[src/rtl/product_accumulator_if.sv]
// Product input / result handshake bundle for product_accumulator.
// The block uses the slave view; the upstream/downstream driver uses master.
interface product_accumulator_if #(
    parameter int ACC_W = 8
);
    logic             in_valid;
    logic             in_ready;
    logic [3:0]       prod;
    logic             out_valid;
    logic             out_ready;
    logic [ACC_W-1:0] sum;
    logic             overflow;

    modport master (
        output in_valid, prod, out_ready,
        input  in_ready, out_valid, sum, overflow
    );

    modport slave (
        input  in_valid, prod, out_ready,
        output in_ready, out_valid, sum, overflow
    );
endinterface

[src/rtl/product_accumulator.sv]
// Sums COUNT 4-bit products into an ACC_W-bit result and offers it on a valid/ready handshake.
// Optional macro PRODUCT_ACC_SATURATE_EN: clamp at 2^ACC_W-1 on carry instead of wrapping.
module product_accumulator #(
    parameter int ACC_W = 8,
    parameter int COUNT = 4
) (
    input  logic                 clk,
    input  logic                 rst,
    input  logic                 clear,
    product_accumulator_if.slave bus
);
    typedef enum logic [0:0] {
        ST_ACCUM = 1'b0,
        ST_DONE  = 1'b1
    } state_t;

    localparam logic [7:0] LAST_CNT = 8'(COUNT - 1);
`ifdef PRODUCT_ACC_SATURATE_EN
    localparam logic [ACC_W-1:0] ACC_MAX = {ACC_W{1'b1}};
`endif

    state_t           state_r;
    state_t           state_nxt_s;
    logic [ACC_W-1:0] acc_r;
    logic [ACC_W-1:0] acc_nxt_s;
    logic [ACC_W-1:0] sum_r;
    logic [ACC_W:0]   add_s;
    logic [7:0]       cnt_r;
    logic             ovf_acc_r;
    logic             ovf_nxt_s;
    logic             overflow_r;
    logic             in_ready_s;
    logic             out_valid_s;
    logic             accept_s;
    logic             last_s;
    logic             take_s;

    assign accept_s = bus.in_valid && in_ready_s;
    assign last_s   = accept_s && (cnt_r == LAST_CNT);
    assign take_s   = out_valid_s && bus.out_ready;

    // Add one product with a spare carry bit; wrap or clamp on carry.
    always_comb begin
        add_s     = {1'b0, acc_r} + {{(ACC_W-3){1'b0}}, bus.prod};
        ovf_nxt_s = ovf_acc_r | add_s[ACC_W];
`ifdef PRODUCT_ACC_SATURATE_EN
        if (add_s[ACC_W]) begin
            acc_nxt_s = ACC_MAX;
        end else begin
            acc_nxt_s = add_s[ACC_W-1:0];
        end
`else
        acc_nxt_s = add_s[ACC_W-1:0];
`endif
    end

    // State register.
    always_ff @(posedge clk or negedge rst) begin
        if (!rst) begin
            state_r <= ST_ACCUM;
        end else begin
            state_r <= state_nxt_s;
        end
    end

    // Next-state logic; clear overrides both the last accept and the output handshake.
    always_comb begin
        state_nxt_s = state_r;
        if (clear) begin
            state_nxt_s = ST_ACCUM;
        end else begin
            case (state_r)
                ST_ACCUM: begin
                    if (last_s) begin
                        state_nxt_s = ST_DONE;
                    end else begin
                        state_nxt_s = ST_ACCUM;
                    end
                end
                ST_DONE: begin
                    if (bus.out_ready) begin
                        state_nxt_s = ST_ACCUM;
                    end else begin
                        state_nxt_s = ST_DONE;
                    end
                end
                default: state_nxt_s = ST_ACCUM;
            endcase
        end
    end

    // Handshake outputs decoded straight from the state flop.
    always_comb begin
        in_ready_s  = 1'b0;
        out_valid_s = 1'b0;
        case (state_r)
            ST_ACCUM: in_ready_s  = 1'b1;
            ST_DONE:  out_valid_s = 1'b1;
            default: begin
                in_ready_s  = 1'b0;
                out_valid_s = 1'b0;
            end
        endcase
    end

    // Accumulator, product counter, sticky overflow and the held result.
    always_ff @(posedge clk or negedge rst) begin
        if (!rst) begin
            acc_r      <= {ACC_W{1'b0}};
            cnt_r      <= 8'd0;
            ovf_acc_r  <= 1'b0;
            sum_r      <= {ACC_W{1'b0}};
            overflow_r <= 1'b0;
        end else if (clear) begin
            acc_r      <= {ACC_W{1'b0}};
            cnt_r      <= 8'd0;
            ovf_acc_r  <= 1'b0;
            sum_r      <= {ACC_W{1'b0}};
            overflow_r <= 1'b0;
        end else if (last_s) begin
            acc_r      <= {ACC_W{1'b0}};
            cnt_r      <= 8'd0;
            ovf_acc_r  <= 1'b0;
            sum_r      <= acc_nxt_s;
            overflow_r <= ovf_nxt_s;
        end else if (accept_s) begin
            acc_r      <= acc_nxt_s;
            cnt_r      <= cnt_r + 8'd1;
            ovf_acc_r  <= ovf_nxt_s;
        end else if (take_s) begin
            sum_r      <= {ACC_W{1'b0}};
            overflow_r <= 1'b0;
        end
    end

    assign bus.in_ready  = in_ready_s;
    assign bus.out_valid = out_valid_s;
    assign bus.sum       = sum_r;
    assign bus.overflow  = overflow_r;
endmodule

[src/flat_wrapper.sv]
// flat-port wrapper written by rule: the top's interface ports become plain ports
module product_accumulator_flat 
#(
    parameter int ACC_W = 8,
    parameter int COUNT = 4
)
  (clk, rst, clear, bus_in_valid, bus_prod, bus_out_ready, bus_in_ready, bus_out_valid, bus_sum, bus_overflow);
  product_accumulator_if #(.ACC_W(ACC_W)) bus_i ();
  input  logic clk;
  input  logic rst;
  input  logic clear;
  input wire logic [$bits(bus_i.in_valid)-1:0] bus_in_valid;
  input wire logic [$bits(bus_i.prod)-1:0] bus_prod;
  input wire logic [$bits(bus_i.out_ready)-1:0] bus_out_ready;
  output wire logic [$bits(bus_i.in_ready)-1:0] bus_in_ready;
  output wire logic [$bits(bus_i.out_valid)-1:0] bus_out_valid;
  output wire logic [$bits(bus_i.sum)-1:0] bus_sum;
  output wire logic [$bits(bus_i.overflow)-1:0] bus_overflow;
  assign bus_i.in_valid = bus_in_valid;
  assign bus_i.prod = bus_prod;
  assign bus_i.out_ready = bus_out_ready;
  assign bus_in_ready = bus_i.in_ready;
  assign bus_out_valid = bus_i.out_valid;
  assign bus_sum = bus_i.sum;
  assign bus_overflow = bus_i.overflow;
  product_accumulator #(.ACC_W(ACC_W), .COUNT(COUNT)) u_core (.clk(clk), .rst(rst), .clear(clear), .bus(bus_i));
endmodule
[config.mk]
export PLATFORM = sky130hd
export DESIGN_NAME = product_accumulator_flat
export DESIGN_NICKNAME = d
export VERILOG_FILES = /design/src/rtl/product_accumulator_if.sv /design/src/rtl/product_accumulator.sv /design/src/flat_wrapper.sv
export SDC_FILE = /design/constraint.sdc
export NUM_CORES = 1
export LEC_CHECK = 0
export ABC_AREA = 0
export CORE_MARGIN = 3
export CORE_UTILIZATION = 58
export CTS_BUF_LIST = sky130_fd_sc_hd__clkbuf_4 sky130_fd_sc_hd__clkbuf_8 sky130_fd_sc_hd__clkbuf_16
export DETAILED_ROUTE_END_ITERATION = 10
export GPL_ROUTABILITY_DRIVEN = 1
export HOLD_SLACK_MARGIN = 0.05
export PLACE_DENSITY_LB_ADDON = 0.2
export SYNTH_ARGS = -nofsm -noshare
export SYNTH_HDL_FRONTEND = slang
export SYNTH_SLANG_ARGS = --single-unit
[constraint.sdc]
create_clock -name clk -period 3 [get_ports clk]
set_input_delay 0.45 -clock clk [delete_from_list [all_inputs] [get_ports clk]]
set_output_delay 0.45 -clock clk [all_outputs]
set_load 0.05 [all_outputs]
==> results.yml, run 1 <==
status:
  status: "finished clean"
clocking:
  cts_max_level: 1
  cts_max_path_buffers: 2
  cts_root_buf: "clkbuf_4"
  clock_latency_ns: 0.33
  clock_sinks: 27
  ctsResizeCount: 0
  cts_hold_buf: 0
  cts_tree: "built"
  numCtsBuffers: 3
  path_clk_slew_ns: 0.15
  postCtsSetupBuffers: 0
place:
  detailed_place_hpwl_mm: 2.36
  dp.cells: 183
  gp_congestion: 0.874
  io_buffers: 19
run:
  drv_cap: 0
synthesis:
  synth_area_sq_mm: 0.00151
  synthesis.nets: 154
  syn_inst: 139
  synth_cell_types: 45
  avgSynthCellArea_sq_um: 10.8
  yosysWarnings: 0
  synth-seq-cells: 27
  yosysSeqAreaShare: 0.449
power_and_ir_drop:
  p_comb_frac: 0.197
  p_switching_mw: 0.204
  seqPwrFrac: 0.571
  p_int_mw: 0.485
  power_density_mw_per_mm2: 393
  leakagePower_nw: 0.797
  vdd_drop_max_uv: 376
  clkPwrFrac: 0.232
  swShare: 0.296
finish:
  final_cells: 187
  final_common_cell: "dfrtp_1"
  diodes: 0
  final_util: 0.749
  syn_to_final_growth_pct: 16.4
  nets: 175
  drive_above_1_share: 0.113
  final_cell_mix: "dfrtp_1 (27), clkdlybuf4s50_1 (19), a22o_1 (11), nand3_1 (9), a21oi_1 (8)"
detailed_routing:
  routed_wirelength_mm: 3.25
  wl_per_cell_um: 17.4
  drc_errors: 0
  antenna_left: 0
  first_pass_iters: 4
  via_per_inst: 6.37
  drtIter0Drc: 41
  vias: 1191
timing:
  skew_ns: 0.00664
  holdWs_ns: 0.477
  report.final.slew_viol_count: 0
  max_freq_ghz: 0.466
  finalHoldViolCount: 0
  tightest_slew_ns: 0.499
  fin_crit_ns: 2.15
  rsz0062_at_grt: "false"
  maxSlewHeadroom: 0.666
  setup_violations: 0
  fin_crit_sh: 0.716
  tns_ns: 0
setup_path:
  crit_slowest_cell: "clkdlybuf4s50_1"
  r2r-start: "u_core.acc_r[0]"
  worst_setup_path_start_kind: "register"
  worstRegToRegCells: 6
  path_buf_inv: 2
  end_kind: "output pin"
  path_cells: "inv_1 -> clkdlybuf4s50_1"
  crit_type: "register to output pin"
  crit_required_ns: 2.55
  cp.arrival_ns: 1.70
  crit_fanout: 5
  rrSetupSlack_ns: 1.08
  r2r_end: "u_core.bus.sum[4]"
  crit_family: "buffers and inverters"
  cpPeakStageDelay_ns: 0.80
floorplan:
  die_w_um: 57.0
  top_level_ports: 20
  die_area_sq_mm: 0.00325
  fp.coreArea_sq_mm: 0.00234
  rows: 17
  die_h_um: 57.0
  initial_core_util: 0.644
global_routing:
  grt_usage: 0.223
  grt_pass1_vias: 1262
  grt_antenna_before_repair: 0
  grt_max_degree: 28
  grt_pass1_wl_mm: 5.78
  grt_overflow: 0
worst_hold_path:
  min_path_type: "input pin to asynchronous set/reset pin"
power by group through the flow:
| stage | sequential, mW | clock (mW) | combinational (mW) |
|---|---|---|---|
| detailed placement | 0.400 | 0 | 0.134 |
| global placement | 0.399 | 0 | 0.127 |
| finish | 0.394 | 0.160 | 0.136 |
| CTS | 0.393 | 0.168 | 0.135 |
| global route | 0.396 | 0.176 | 0.150 |
| floorplan | 0.394 | 0 | 0.0939 |
worst max path at each step:
stage | start | end | cells after the start | slack (ns)
floorplan | bus_prod[0] | u_core.bus.sum[4] | 6 | 1.15
global placement | bus_prod[0] | u_core.ovf_acc_r | 7 | 0.67
detailed placement | bus_prod[0] | u_core.ovf_acc_r | 7 | 0.58
CTS | u_core.state_r | bus_in_ready | 2 | 0.83
global route | u_core.state_r | bus_in_ready | 2 | 0.78
finish | u_core.state_r | bus_in_ready | 2 | 0.85
cells in the mapped netlist, drive strengths merged:
master / instances / area [sq um]
fa: 1 / 20.0
xor2: 1 / 8.76
nand4: 1 / 6.26
clkbuf: 3 / 11.3
o21ai: 8 / 40.0
o21bai: 1 / 7.51
mux2: 1 / 11.3
and3: 5 / 38.8
inv: 3 / 11.3
a21oi: 8 / 40.0
xnor2: 3 / 26.3
nor4b: 1 / 23.8
nor3: 2 / 21.3
a22o: 11 / 96.3
and2: 1 / 6.26
nor2: 4 / 15.0
nor2b: 1 / 6.26
a2111oi: 1 / 8.76
and4b: 1 / 10.0
a211o: 3 / 27.5
a31oi: 6 / 37.5
o21ba: 1 / 10.0
nor4: 2 / 12.5
buf: 4 / 25.0
nand2: 5 / 18.8
dfrtp: 27 / 676
a211oi: 3 / 40.0
o31ai: 1 / 7.51
nand2b: 3 / 18.8
nand4b: 1 / 8.76
a41oi: 1 / 8.76
o2bb2ai: 1 / 8.76
ha: 5 / 62.6
a21o: 4 / 30.0
o211a: 2 / 20.0
nand3: 9 / 45.0
mux2i: 4 / 40.0
through the flow:
step                      total power, mW  cell area, sq um  setup slack (ns)
final                               0.689              1750             0.852
after global routing                0.723              1750             0.782
after CTS                           0.696              1750             0.829
after detailed placement            0.534              1730             0.583
after global placement              0.526              1730             0.669
after floorplan                     0.488              1510              1.15
worst reg2reg max path: cells and delay by family (launching register included):
| family | cells | cell delay, ns |
|---|---|---|
| XOR/XNOR | 1 | 0.09 |
| flip-flops | 1 | 0.42 |
| adder cells (fa/ha/maj) | 2 | 0.68 |
| AO/OA/AOI/OAI | 3 | 0.63 |
registers in the layout, summed over array words and instances, names as in the netlist:
name                 count
u_core.ovf_acc_r         1
u_core.acc_r             8
u_core.cnt_r             8
u_core.bus.overflow      1
u_core.state_r           1
u_core.bus.sum           8
area by class of cell:
type | instances | area, sq um
clock buffer | 3 | 22.5
clock inverter | 1 | 5.00
fill | 162 | 587
inverter | 3 | 11.3
multi-input combinational | 102 | 783
sequential | 27 | 676
tap | 28 | 35.0
timing repair buffer | 23 | 220
routing by layer:
layer	track usage	vias up	wire length, um
met1	0.307	574	1500
met2	0.365	38	1560
met3	0.0294	4	152
met5	0	-	0
li1	-	575	-
met4	0.0762	0	32
logic make-up after synthesis:
| kind of cell | after synthesis | synth area share |
|---|---|---|
| AOI/OAI and AO/OA | 51 | 0.254 |
| buffers and inverters | 10 | 0.0316 |
| and+or+nand+nor | 36 | 0.154 |
| DFF | 27 | 0.449 |
| muxes | 5 | 0.0341 |
| adders and majority gates | 6 | 0.0548 |
| xor gates and xnor gates | 4 | 0.0233 |
Power figures use the tool's default switching activity.
==> run 2, diff against run 1 <==
CORE_UTILIZATION = 54   (was 58)
clock period = 2 ns   (was 3 ns; I/O delays follow)
==> run 2 against run 1 <==
Against the previous run: utilization down 3.5 points; critical path depth up 4; flip-flop and latch count unchanged; global-route usage down 0.65 points; final cell count up 6.4%; critical path type is now register to register.
==> results.yml, run 2 (synthesis gave the netlist of run 1 again) <==
status:
  status: "finished clean"
detailed_routing:
  first_pass_iters: 4
  drc_errors: 0
  drtIter0Drc: 62
  antenna_left: 0
  via_per_inst: 6.28
  routed_wirelength_mm: 3.38
  wl_per_cell_um: 17.0
  vias: 1249
setup_path:
  crit_fanout: 3
  r2r_end: "u_core.bus.sum[4]"
  cp.arrival_ns: 2.09
  path_buf_inv: 0
  worst_setup_path_start_kind: "register"
  crit_type: "register to register"
  crit_required_ns: 2.23
  path_cells: "ha_1 -> fa_2 -> a21o_1 -> a21oi_1 -> xnor2_1 -> a22o_1"
  r2r-start: "u_core.acc_r[0]"
  rrSetupSlack_ns: 0.13
  crit_slowest_cell: "dfrtp_1"
  crit_family: "compound AO/OA/AOI/OAI gates"
  end_kind: "register"
  worstRegToRegCells: 6
  cpPeakStageDelay_ns: 0.42
place:
  place_area_sq_mm: 0.00180
  gp_congestion: 0.844
  io_buffers: 19
  detailed_place_hpwl_mm: 2.54
timing:
  skew_ns: 0.00893
  setup_violations: 0
  holdWs_ns: 0.325
  finalHoldViolCount: 0
  maxSlewHeadroom: 0.654
  max_freq_ghz: 0.536
  report.final.slew_viol_count: 0
  fin_crit_ns: 1.87
  tightest_slew_ns: 0.517
  fin_crit_sh: 0.933
  rsz0062_at_grt: "false"
clocking:
  clock_latency_ns: 0.33
  path_clk_slew_ns: 0.15
  cts_tree: "built"
  cts_hold_buf: 0
  cts_max_level: 1
  cts_root_buf: "clkbuf_4"
  cts_max_path_buffers: 2
  numCtsBuffers: 3
  postCtsSetupBuffers: 0
  clock_sinks: 27
power_and_ir_drop:
  finalPower_mw: 1.06
  clkPwrFrac: 0.229
  seqPwrFrac: 0.560
  leakagePower_nw: 0.861
  p_int_mw: 0.744
  vdd_drop_max_uv: 416
  p_switching_mw: 0.312
  p_comb_frac: 0.211
  power_density_mw_per_mm2: 575
  swShare: 0.295
global_routing:
  grt_pass1_wl_mm: 5.70
  grt_pass1_vias: 1298
  grt_antenna_before_repair: 0
  grt_usage: 0.217
  grt_overflow: 0
  grt_max_degree: 28
floorplan:
  rows: 18
  initial_core_util: 0.587
  fp.coreArea_sq_mm: 0.00257
  die_area_sq_mm: 0.00346
  die_w_um: 58.8
  top_level_ports: 20
  die_h_um: 58.8
finish:
  drive_above_1_share: 0.172
  syn_to_final_growth_pct: 21.8
  multi_input_area_sq_um: 786
  final_util: 0.714
  design_area_sq_mm: 0.00183
  final_common_cell: "dfrtp_1"
  n_fill_cell: 203
  diodes: 0
  nets: 185
  final_cell_mix: "dfrtp_1 (27), clkdlybuf4s50_1 (17), buf_4 (14), a22o_1 (11), nand3_1 (9)"
  seqCellArea_sq_um: 676
run:
  drv_cap: 0
worst_hold_path:
  min_path_type: "input pin to asynchronous set/reset pin"
-- run 2: cell count changes in the layout (fill, tap and decap cells not counted) --
cell	change
buf_4	+10
clkdlybuf4s50_1	-2
dlygate4sd2_1	+1
dlymetal6s2s_1	+1
fa_1	-1
fa_2	+1
-- run 2: how the worst max path moves through the flow --
| stage | slack (ns) | startpoint | to | cells past startpoint |
|---|---|---|---|---|
| finish | 0.13 | u_core.acc_r[0] | u_core.bus.sum[4] | 6 |
| global placement | -0.17 | bus_prod[0] | u_core.bus.sum[4] | 7 |
| CTS | 0.04 | u_core.state_r | bus_out_valid | 1 |
| detailed placement | -0.23 | bus_prod[0] | u_core.bus.sum[4] | 7 |
| global route | 0.03 | u_core.cnt_r[0] | u_core.bus.sum[4] | 5 |
| floorplan | 0.25 | u_core.acc_r[0] | u_core.bus.sum[4] | 6 |
-- run 2: through the flow --
stage | TNS [ns] | instances | setup slack, ns
global placement | -0.812 | 195 | -0.170
global route | 0 | 199 | 0.0300
floorplan | 0 | 139 | 0.246
CTS | 0 | 199 | 0.0373
detailed placement | -1.16 | 195 | -0.233
finish | 0 | 199 | 0.135
-- run 2: metal layers --
metal | wire length, um | vias to the layer above | part of all wire | track usage
met3 | 171 | 5 | 0.051 | 0.0307
met2 | 1670 | 38 | 0.49 | 0.374
li1 | - | 600 | - | -
met4 | 43 | 0 | 0.013 | 0.0906
met1 | 1490 | 606 | 0.44 | 0.270
met5 | 0 | - | 0 | 0
-- run 2: what timing repair did --
item	in CTS	in global routing
gates cloned	0	0
gates resized for setup	1	2
pin swaps	0	0
endpoints found under the setup margin	1	3
-- run 2: power groups by stage --
stage / Combinational, mW / Sequential [mW] / Clock [mW]
floorplan: 0.141 / 0.591 / 0
global placement: 0.210 / 0.598 / 0
detailed placement: 0.220 / 0.601 / 0
CTS: 0.221 / 0.591 / 0.249
global route: 0.245 / 0.594 / 0.266
finish: 0.222 / 0.591 / 0.242
-- run 2: layout make-up --
class,count,area share
sequential,27,0.368
clock inverter,1,0.00273
multi-input combinational,102,0.428
tap,30,0.0205
clock buffer,3,0.0123
timing repair buffer,33,0.162
inverter,3,0.00614
